`src/rtl/psum_seq_ctrl.sv`:
```
// Purpose : frame sequencer for the conv psum datapath; walks col/row, flags complete KERNELxKERNEL windows.
// Latency : window flag appears PIPE_LAT cycles after its beat; o_done PIPE_LAT+1 cycles after the last beat.
// Backpr. : o_ready is high only in RUN; i_valid low stalls col/row and the datapath shift enable.
//
// Ports:
//   clk, rst            clock, asynchronous active-high reset
//   i_start             frame start request (only honoured in IDLE)
//   o_busy / o_done     high in RUN or FLUSH / one-cycle end-of-frame pulse
//   i_valid / o_ready   pixel handshake; o_shift_en = i_valid & o_ready
//   o_col / o_row       position of the beat that would be accepted this cycle
//   o_win_valid         psum at datapath output is a complete window
//   o_win_last          qualifies the final o_win_valid of the frame
//   o_stall_cnt         (only with PSUM_SEQ_PERF_EN) RUN cycles with i_valid low, saturating
//
// Optional feature macro: PSUM_SEQ_PERF_EN
module psum_seq_ctrl #(
    parameter int IMG_W    = 28,
    parameter int IMG_H    = 28,
    parameter int KERNEL   = 3,
    parameter int PIPE_LAT = 2,
    localparam int CW = (IMG_W > 1) ? $clog2(IMG_W) : 1,
    localparam int RW = (IMG_H > 1) ? $clog2(IMG_H) : 1
) (
    input  logic          clk,
    input  logic          rst,
    input  logic          i_start,
    output logic          o_busy,
    output logic          o_done,
    input  logic          i_valid,
    output logic          o_ready,
    output logic          o_shift_en,
    output logic [CW-1:0] o_col,
    output logic [RW-1:0] o_row,
    output logic          o_win_valid,
`ifdef PSUM_SEQ_PERF_EN
    output logic          o_win_last,
    output logic [31:0]   o_stall_cnt
`else
    output logic          o_win_last
`endif
);

    localparam int FW = (PIPE_LAT > 1) ? $clog2(PIPE_LAT) : 1;

    localparam logic [CW-1:0] COL_MAX = CW'(IMG_W - 1);
    localparam logic [RW-1:0] ROW_MAX = RW'(IMG_H - 1);
    localparam logic [CW-1:0] COL_K1  = CW'(KERNEL - 1);
    localparam logic [RW-1:0] ROW_K1  = RW'(KERNEL - 1);
    localparam logic [FW-1:0] FL_MAX  = FW'(PIPE_LAT - 1);

    typedef enum logic [1:0] {
        S_IDLE,
        S_RUN,
        S_FLUSH,
        S_DONE
    } state_t;

    state_t              state;
    logic [CW-1:0]       col;
    logic [RW-1:0]       row;
    logic [FW-1:0]       flush_cnt;
    logic                busy_q;
    logic                done_q;
    logic                ready_q;
    logic [PIPE_LAT-1:0] win_sr;
    logic [PIPE_LAT-1:0] last_sr;

    logic col_end;
    logic row_end;
    logic win_term;
    logic last_term;

    assign o_shift_en = i_valid & ready_q;

    always_comb begin
        col_end   = (col == COL_MAX);
        row_end   = (row == ROW_MAX);
        win_term  = o_shift_en && (col >= COL_K1) && (row >= ROW_K1);
        // The final beat always lies in a complete window (IMG_W, IMG_H >= KERNEL).
        last_term = o_shift_en && col_end && row_end;
    end

    // Control FSM. Registered outputs are updated together with the state so
    // they line up with it exactly. On the final beat col/row are not advanced,
    // so they keep showing the last position through FLUSH and DONE.
    always_ff @(posedge clk or posedge rst) begin
        if (rst) begin
            state     <= S_IDLE;
            col       <= '0;
            row       <= '0;
            flush_cnt <= '0;
            busy_q    <= 1'b0;
            done_q    <= 1'b0;
            ready_q   <= 1'b0;
        end else begin
            case (state)
                S_IDLE: begin
                    if (i_start) begin
                        state   <= S_RUN;
                        col     <= '0;
                        row     <= '0;
                        busy_q  <= 1'b1;
                        ready_q <= 1'b1;
                    end
                end
                S_RUN: begin
                    if (o_shift_en) begin
                        if (col_end && row_end) begin
                            state     <= S_FLUSH;
                            ready_q   <= 1'b0;
                            flush_cnt <= '0;
                        end else if (col_end) begin
                            col <= '0;
                            row <= row + 1'b1;
                        end else begin
                            col <= col + 1'b1;
                        end
                    end
                end
                S_FLUSH: begin
                    if (flush_cnt == FL_MAX) begin
                        state  <= S_DONE;
                        busy_q <= 1'b0;
                        done_q <= 1'b1;
                    end else begin
                        flush_cnt <= flush_cnt + 1'b1;
                    end
                end
                S_DONE: begin
                    state  <= S_IDLE;
                    done_q <= 1'b0;
                end
                default: begin
                    state   <= S_IDLE;
                    busy_q  <= 1'b0;
                    done_q  <= 1'b0;
                    ready_q <= 1'b0;
                end
            endcase
        end
    end

    // Window flags track the datapath latency. They shift every cycle (not
    // only on o_shift_en) so the tail of the frame drains during FLUSH.
    always_ff @(posedge clk or posedge rst) begin
        if (rst) begin
            win_sr  <= '0;
            last_sr <= '0;
        end else begin
            win_sr[0]  <= win_term;
            last_sr[0] <= last_term;
            for (int i = 1; i < PIPE_LAT; i++) begin
                win_sr[i]  <= win_sr[i-1];
                last_sr[i] <= last_sr[i-1];
            end
        end
    end

    assign o_busy      = busy_q;
    assign o_done      = done_q;
    assign o_ready     = ready_q;
    assign o_col       = col;
    assign o_row       = row;
    assign o_win_valid = win_sr[PIPE_LAT-1];
    assign o_win_last  = last_sr[PIPE_LAT-1];

`ifdef PSUM_SEQ_PERF_EN
    logic [31:0] stall_cnt;

    always_ff @(posedge clk or posedge rst) begin
        if (rst) begin
            stall_cnt <= '0;
        end else if (state == S_IDLE && i_start) begin
            stall_cnt <= '0;
        end else if (state == S_RUN && !i_valid && stall_cnt != '1) begin
            stall_cnt <= stall_cnt + 1'b1;
        end
    end

    assign o_stall_cnt = stall_cnt;
`endif

endmodule

```
`config.mk`:
```
export PLATFORM = sky130hd
export DESIGN_NAME = psum_seq_ctrl
export DESIGN_NICKNAME = d
export VERILOG_FILES = /design/src/rtl/psum_seq_ctrl.sv
export SDC_FILE = /design/constraint.sdc
export NUM_CORES = 1
export LEC_CHECK = 0
export ABC_AREA = 1
export ABC_CLOCK_PERIOD_IN_PS = 1690
export CAP_MARGIN = 10
export CORE_ASPECT_RATIO = 1.25
export CORE_UTILIZATION = 47
export DETAILED_ROUTE_END_ITERATION = 16
export PLACE_DENSITY = 0.74
export SETUP_SLACK_MARGIN = 0.5
export SLEW_MARGIN = 20
export SYNTH_ARGS = -nofsm -noshare
export SYNTH_HDL_FRONTEND = slang
export SYNTH_SLANG_ARGS = --single-unit
```
`constraint.sdc`:
```
create_clock -name clk -period 1.69 [get_ports clk]
set_clock_uncertainty 0.2 [all_clocks]
set_input_delay 0.2535 -clock clk [delete_from_list [all_inputs] [get_ports clk]]
set_output_delay 0.2535 -clock clk [all_outputs]
set_load 0.05 [all_outputs]
```
======== Word level (Yosys, flattened, before mapping) ========
Index checks and enable logic that the tools add are counted.
storage, ports and cells
  register bits after elaboration ......... 20
  word-level logic and storage cells ...... 67
  input bits .............................. 4
  output and inout bits ................... 16
cells by class
  eq/ne operators ......................... 11
  magnitude comparators ................... 2
  $add $sub $neg .......................... 3
  multiplexer cells ....................... 24
  bitwise operators ....................... 1
  reductions and logical operators ........ 17
operator list
  kind                                                                count
  two-way mux 5 bit                                                   7
  case mux 5 bit (2 select lines)                                     2
  inequality test 2 bit (second input constant)                       6
  AND reduction 4 bit                                                 3
  adder 5 x 1 -> 5 bit (second input constant)                        2
  equality test 5 bit (second input constant)                         2
  greater-or-equal comparator 5 x 2 -> 1 bit (second input constant)  2
  two-way mux 2 bit                                                   4
  case mux 1 bit (2 select lines)                                     4
  case mux 2 bit (4 select lines)                                     1
  nonzero test 2 bit                                                  4
  two-way mux 1 bit                                                   6
  AND reduction 3 bit                                                 2
  logical AND 1 bit                                                   5
  AND reduction 5 bit                                                 1
  equality test 2 bit (second input constant)                         2
  equality test 2 x 1 -> 1 bit (second input constant)                1
  zero test 2 bit                                                     1
  AND reduction 2 bit                                                 1
  adder 1 bit (second input constant)                                 1
  AND 1 bit                                                           1

======== Logic depth before layout (Yosys ltp) ========
  depth after elaboration ................. 5
  depth in mapped cells ................... 9
  depth with buffers taken out ............ 8

======== Worst setup path after synthesis ========
Ideal clock, no wire load.
  path kind ............................... register to register
  from .................................... reg col[1] (netlist: o_col[1])
  to ...................................... reg row[3] (netlist: o_row[3])
  library setup time ...................... 0.118 ns
  setup slack ............................. -0.280 ns
  data required time ...................... 1.372 ns
  data arrival time ....................... 1.652 ns
  period minus slack after synthesis ...... 1.970 ns
  path buffers ............................ 0
  cell stages (with the launch flop) ...... 9
  cell sequence ........................... dfrtp_1 > ha_1 > nand2_2 > nor2_4 > inv_2 > nand2_4 > nand3_4 > nand2_1 > nand2_1
between the ends
  longest elaborated chain between the ends .. 4
  elaborated cells between the ends (all ways) .. 5
  classes of those cells .................. eq/ne: 3; reduce/logical: 2
ends and longest elaborated chain
  what                             line  RTL
  start, declared                  59    logic [CW-1:0] col;
  start signal, assigned           116   col <= col + 1'b1;
  equality test 5 bit *            76    col_end = (col == COL_MAX);
  logical AND 1 bit                108   if (col_end && row_end) begin
  inequality test 2 bit (no line)  n/a
  AND reduction 5 bit (no line) *  n/a
  end signal, assigned             114   row <= row + 1'b1;
  end, declared                    60    logic [RW-1:0] row;
Mark *: on every way between the ends. The rest lies on a longest branch, timed or not.
A chain may end at the register's enable or synchronous reset.

======== Worst setup path in the final report ========
  from .................................... reg state[0]
  to ...................................... reg row[1] (netlist: o_row[1])
between the ends
  longest elaborated chain between the ends .. 3
  elaborated cells between the ends (all ways) .. 9
  classes of those cells .................. eq/ne: 5; mux: 1; reduce/logical: 3
ends and longest elaborated chain
  what                                                                          line  RTL
  start, declared                                                               58    state_t state;
  start signal, assigned                                                        88    state <= S_IDLE;
  start signal, assigned                                                        99    state <= S_RUN;
  start signal, assigned                                                        109   state <= S_FLUSH;
  equality test 2 x 1 -> 1 bit / zero test 2 bit (equally long branches)        96    case (state)
  inequality test 2 bit (no line) / nonzero test 2 bit (equally long branches)  n/a
  AND reduction 5 bit (no line)                                                 n/a
Several ways; a longest one is shown, not always the timed one.

==> impl_metrics.yaml <==
status:
  violations: "setup timing"
  status: "finished, violations left"
finish:
  n_antenna_cell: 0
  final_util: 0.901
  fill_cells: 99
  area_growth_pct: 78.1
  fin_nets: 230
  layout-drive-gt1-share: 0.613
  layout_commonest_cell: "buf_4"
  final_cell_mix: "buf_4 (35), nand2_1 (27), buf_12 (14)"
global_route:
  gr-total-overflow: 0
  grt_use_total: 0.295
  grt_max_degree: 21
  antenna_found_initial: 0
  grt_pass1_vias: 1325
  grt_pass1_wl_mm: 6.27
synth:
  synth.area.top_cells: "dfrtp_1 (40%), nand2_1 (11%), ha_1 (7.9%)"
  synthMuxAreaShare: 0
  synthesis.nets: 162
  synthAdderAreaFrac: 0.0791
  synthArstFlopShare: 1.00
  synth-simple-area-share: 0.383
  synth_top_area_frac: 0.395
  synth.largest_area_cell: "dfrtp_1"
  yosysWarnings: 0
  seq_area_frac_synth: 0.395
  syn_area_mm2: 0.00127
  syn_inst: 150
  synth_compound_area_frac: 0.0464
  ys.flop_type: "dfrtp_1"
  synth_edf_count: 0
  synth_top_family_by_area: "simple AND/OR/NAND/NOR gates"
  avgSynthCellArea_um2: 8.44
  ys_seq_elements: 20
  synthXorXnorAreaFrac: 0.0138
  ys_types: 24
routing:
  finalWirelength_mm: 4.74
  antenna_left: 0
  dr.pass1.iters: 5
  vias: 1415
  via_per_inst: 5.66
  post_drt_wl_per_cell_um: 18.9
  drt_iter0_drc: 60
  post-route-drc-count: 0
place:
  io_buffer_count: 19
  place.gp.congestion: 0.804
  dp_hpwl_mm: 2.04
pwr:
  p_total_mw: 3.85
  p_per_area_mw_per_mm2: 1710
  p_leak_nw: 1.09
  ir_worst_vdd_mv: 1.76
timing:
  fmax_mhz: 577
  finalCritPeriodShare: 1.03
  slew_viol_final: 0
  setup_ws_ns: -0.0425
  setup_violations: 1
  hold_ws_ns: 0.0555
  hold_viol: 0
  finalCriticalPeriod_ns: 1.73
  worstMarginPinSlew_ns: 0.353
  relSlewSlack: 0.762
  fin_tns_setup_ns: -0.0425
  rsz0062_at_grt: "true"
setup_path:
  cp_data_required_time_ns: 1.76
  critPathSlowestCell: "dfrtp_1"
  cp-startpoint: "state[0]"
  crit_chain: "inv_2, ha_4, nand2_4, nand2_4, nor2_8, buf_4, nand4_1, nand2_1"
  max_stage_delay_ns: 0.46
  critical_path.reg2reg.endpoint: "o_row[1]"
  r2r_slack_ns: -0.04
  crit_top_cell: "nand2_4"
  path_delay_family: "simple AND/OR/NAND/NOR gates"
  arrival_ns: 1.80
  worst-path-buf-inv: 2
  r2r-start: "state[0]"
  endpoint_kind: "flip-flop"
  r2r_cells: 8
  worstSetupPathType: "flip-flop to flip-flop"
  cp_max_fo: 5
  cp-start-kind: "flip-flop"
cts:
  cts_buffer_depth: 2
  cts_sinks: 20
  cts_buffers: 3
  root_buffer: "clkbuf_4"
  clk_latency_ns: 0.33
  h-tree-depth: 1
  clk_pin_slew_ns: 0.13
  cts_tree: "done"
floorplan:
  start_util: 0.506
  die_x_um: 48.4
  coreArea_mm2: 0.00250
  die_area_mm2: 0.00291
  die_h_um: 60.0
  std_cell_rows: 20
  io_pins: 20
flow_run:
  cap_violations: 0
hold_path:
  min_path_type: "input port to async pin"
## registers in the layout, summed over array words and instances (netlist names)
| name | flops |
|---|---|
| state | 2 |
| o_ready | 1 |
| o_row | 5 |
| last_sr | 2 |
| o_done | 1 |
| o_busy | 1 |
| win_sr | 2 |
| flush_cnt | 1 |
| o_col | 5 |
## routing by layer
layer | share of wire | GRT usage | up-vias
li1 | - | - | 623
met1 | 0.36 | 0.333 | 695
met2 | 0.55 | 0.535 | 72
met3 | 0.048 | 0.0433 | 25
met4 | 0.045 | 0.172 | 0
met5 | 0 | 0 | -
## where the power goes
| part | internal [mW] | switching (mW) | leakage (nW) |
|---|---|---|---|
| Combinational | 1.25 | 1.48 | 0.818 |
| Clock | 0.240 | 0.175 | 0.0279 |
| Sequential | 0.589 | 0.115 | 0.245 |
| Total | 2.08 | 1.77 | 1.09 |
## Yosys cell counts, types with 2 or more instances
master / instances
nor3_1: 2
nand3_4: 2
ha_1: 8
o21ai_0: 2
dfrtp_1: 20
nand2_2: 9
nor2_1: 7
buf_2: 2
nand4_1: 13
nand2_1: 37
nor2_4: 2
nor4_1: 2
inv_1: 19
nand3_1: 9
o21ai_2: 5
inv_2: 3
## repair_timing
action                                  in CTS  in global routing
gates cloned                                 1                  0
setup buffers                               25                  9
hold endpoints to repair                     0                  0
hold buffers                                 0                  0
endpoints found under the setup margin      34                 34
pin swaps                                   17                 10
resized for setup                           27                 16
## cell type report
class / count / area, um^2 / area share
Tap cell: 33 / 41.3 / 0.0183
Clock inverter: 1 / 30.0 / 0.0133
Timing Repair Buffer: 65 / 719 / 0.319
Clock buffer: 3 / 22.5 / 0.00999
Sequential cell: 20 / 514 / 0.228
Multi-Input combinational cell: 106 / 841 / 0.373
Inverter: 22 / 86.3 / 0.0383
## logic make-up (layout without fill, tap and decap cells)
logic type,count (synthesis),count (layout)
AOI/OAI and AO/OA,8,8
xor gates and xnor gates,2,2
adders and majority gates,8,8
buffers and inverters,25,91
DFF,20,20
and+or+nand+nor,87,88
## per-stage QoR
stage	cell area, um^2	setup WS [ns]	instances
floorplan	1350	0.0303	150
global placement	1770	-0.0489	211
detailed placement	1770	-0.108	211
CTS	2130	0.0622	241
global route	2250	-0.0618	250
finish	2250	-0.0425	250
## worst max path at each step
stage	to	slack [ns]	cells past startpoint
floorplan	o_row[4]	0.03	8
CTS	o_row[2]	0.06	8
global route	o_row[1]	-0.06	8
detailed placement	o_row[2]	-0.11	8
finish	o_row[1]	-0.04	8
global placement	o_row[2]	-0.05	8
## tightest hold or removal path, stage by stage
cell	delay, ns
clkdlybuf4s50_1	0.40
inv_1	0.06
buf_4	0.27
Note: power is estimated with default switching activity, not from simulation.
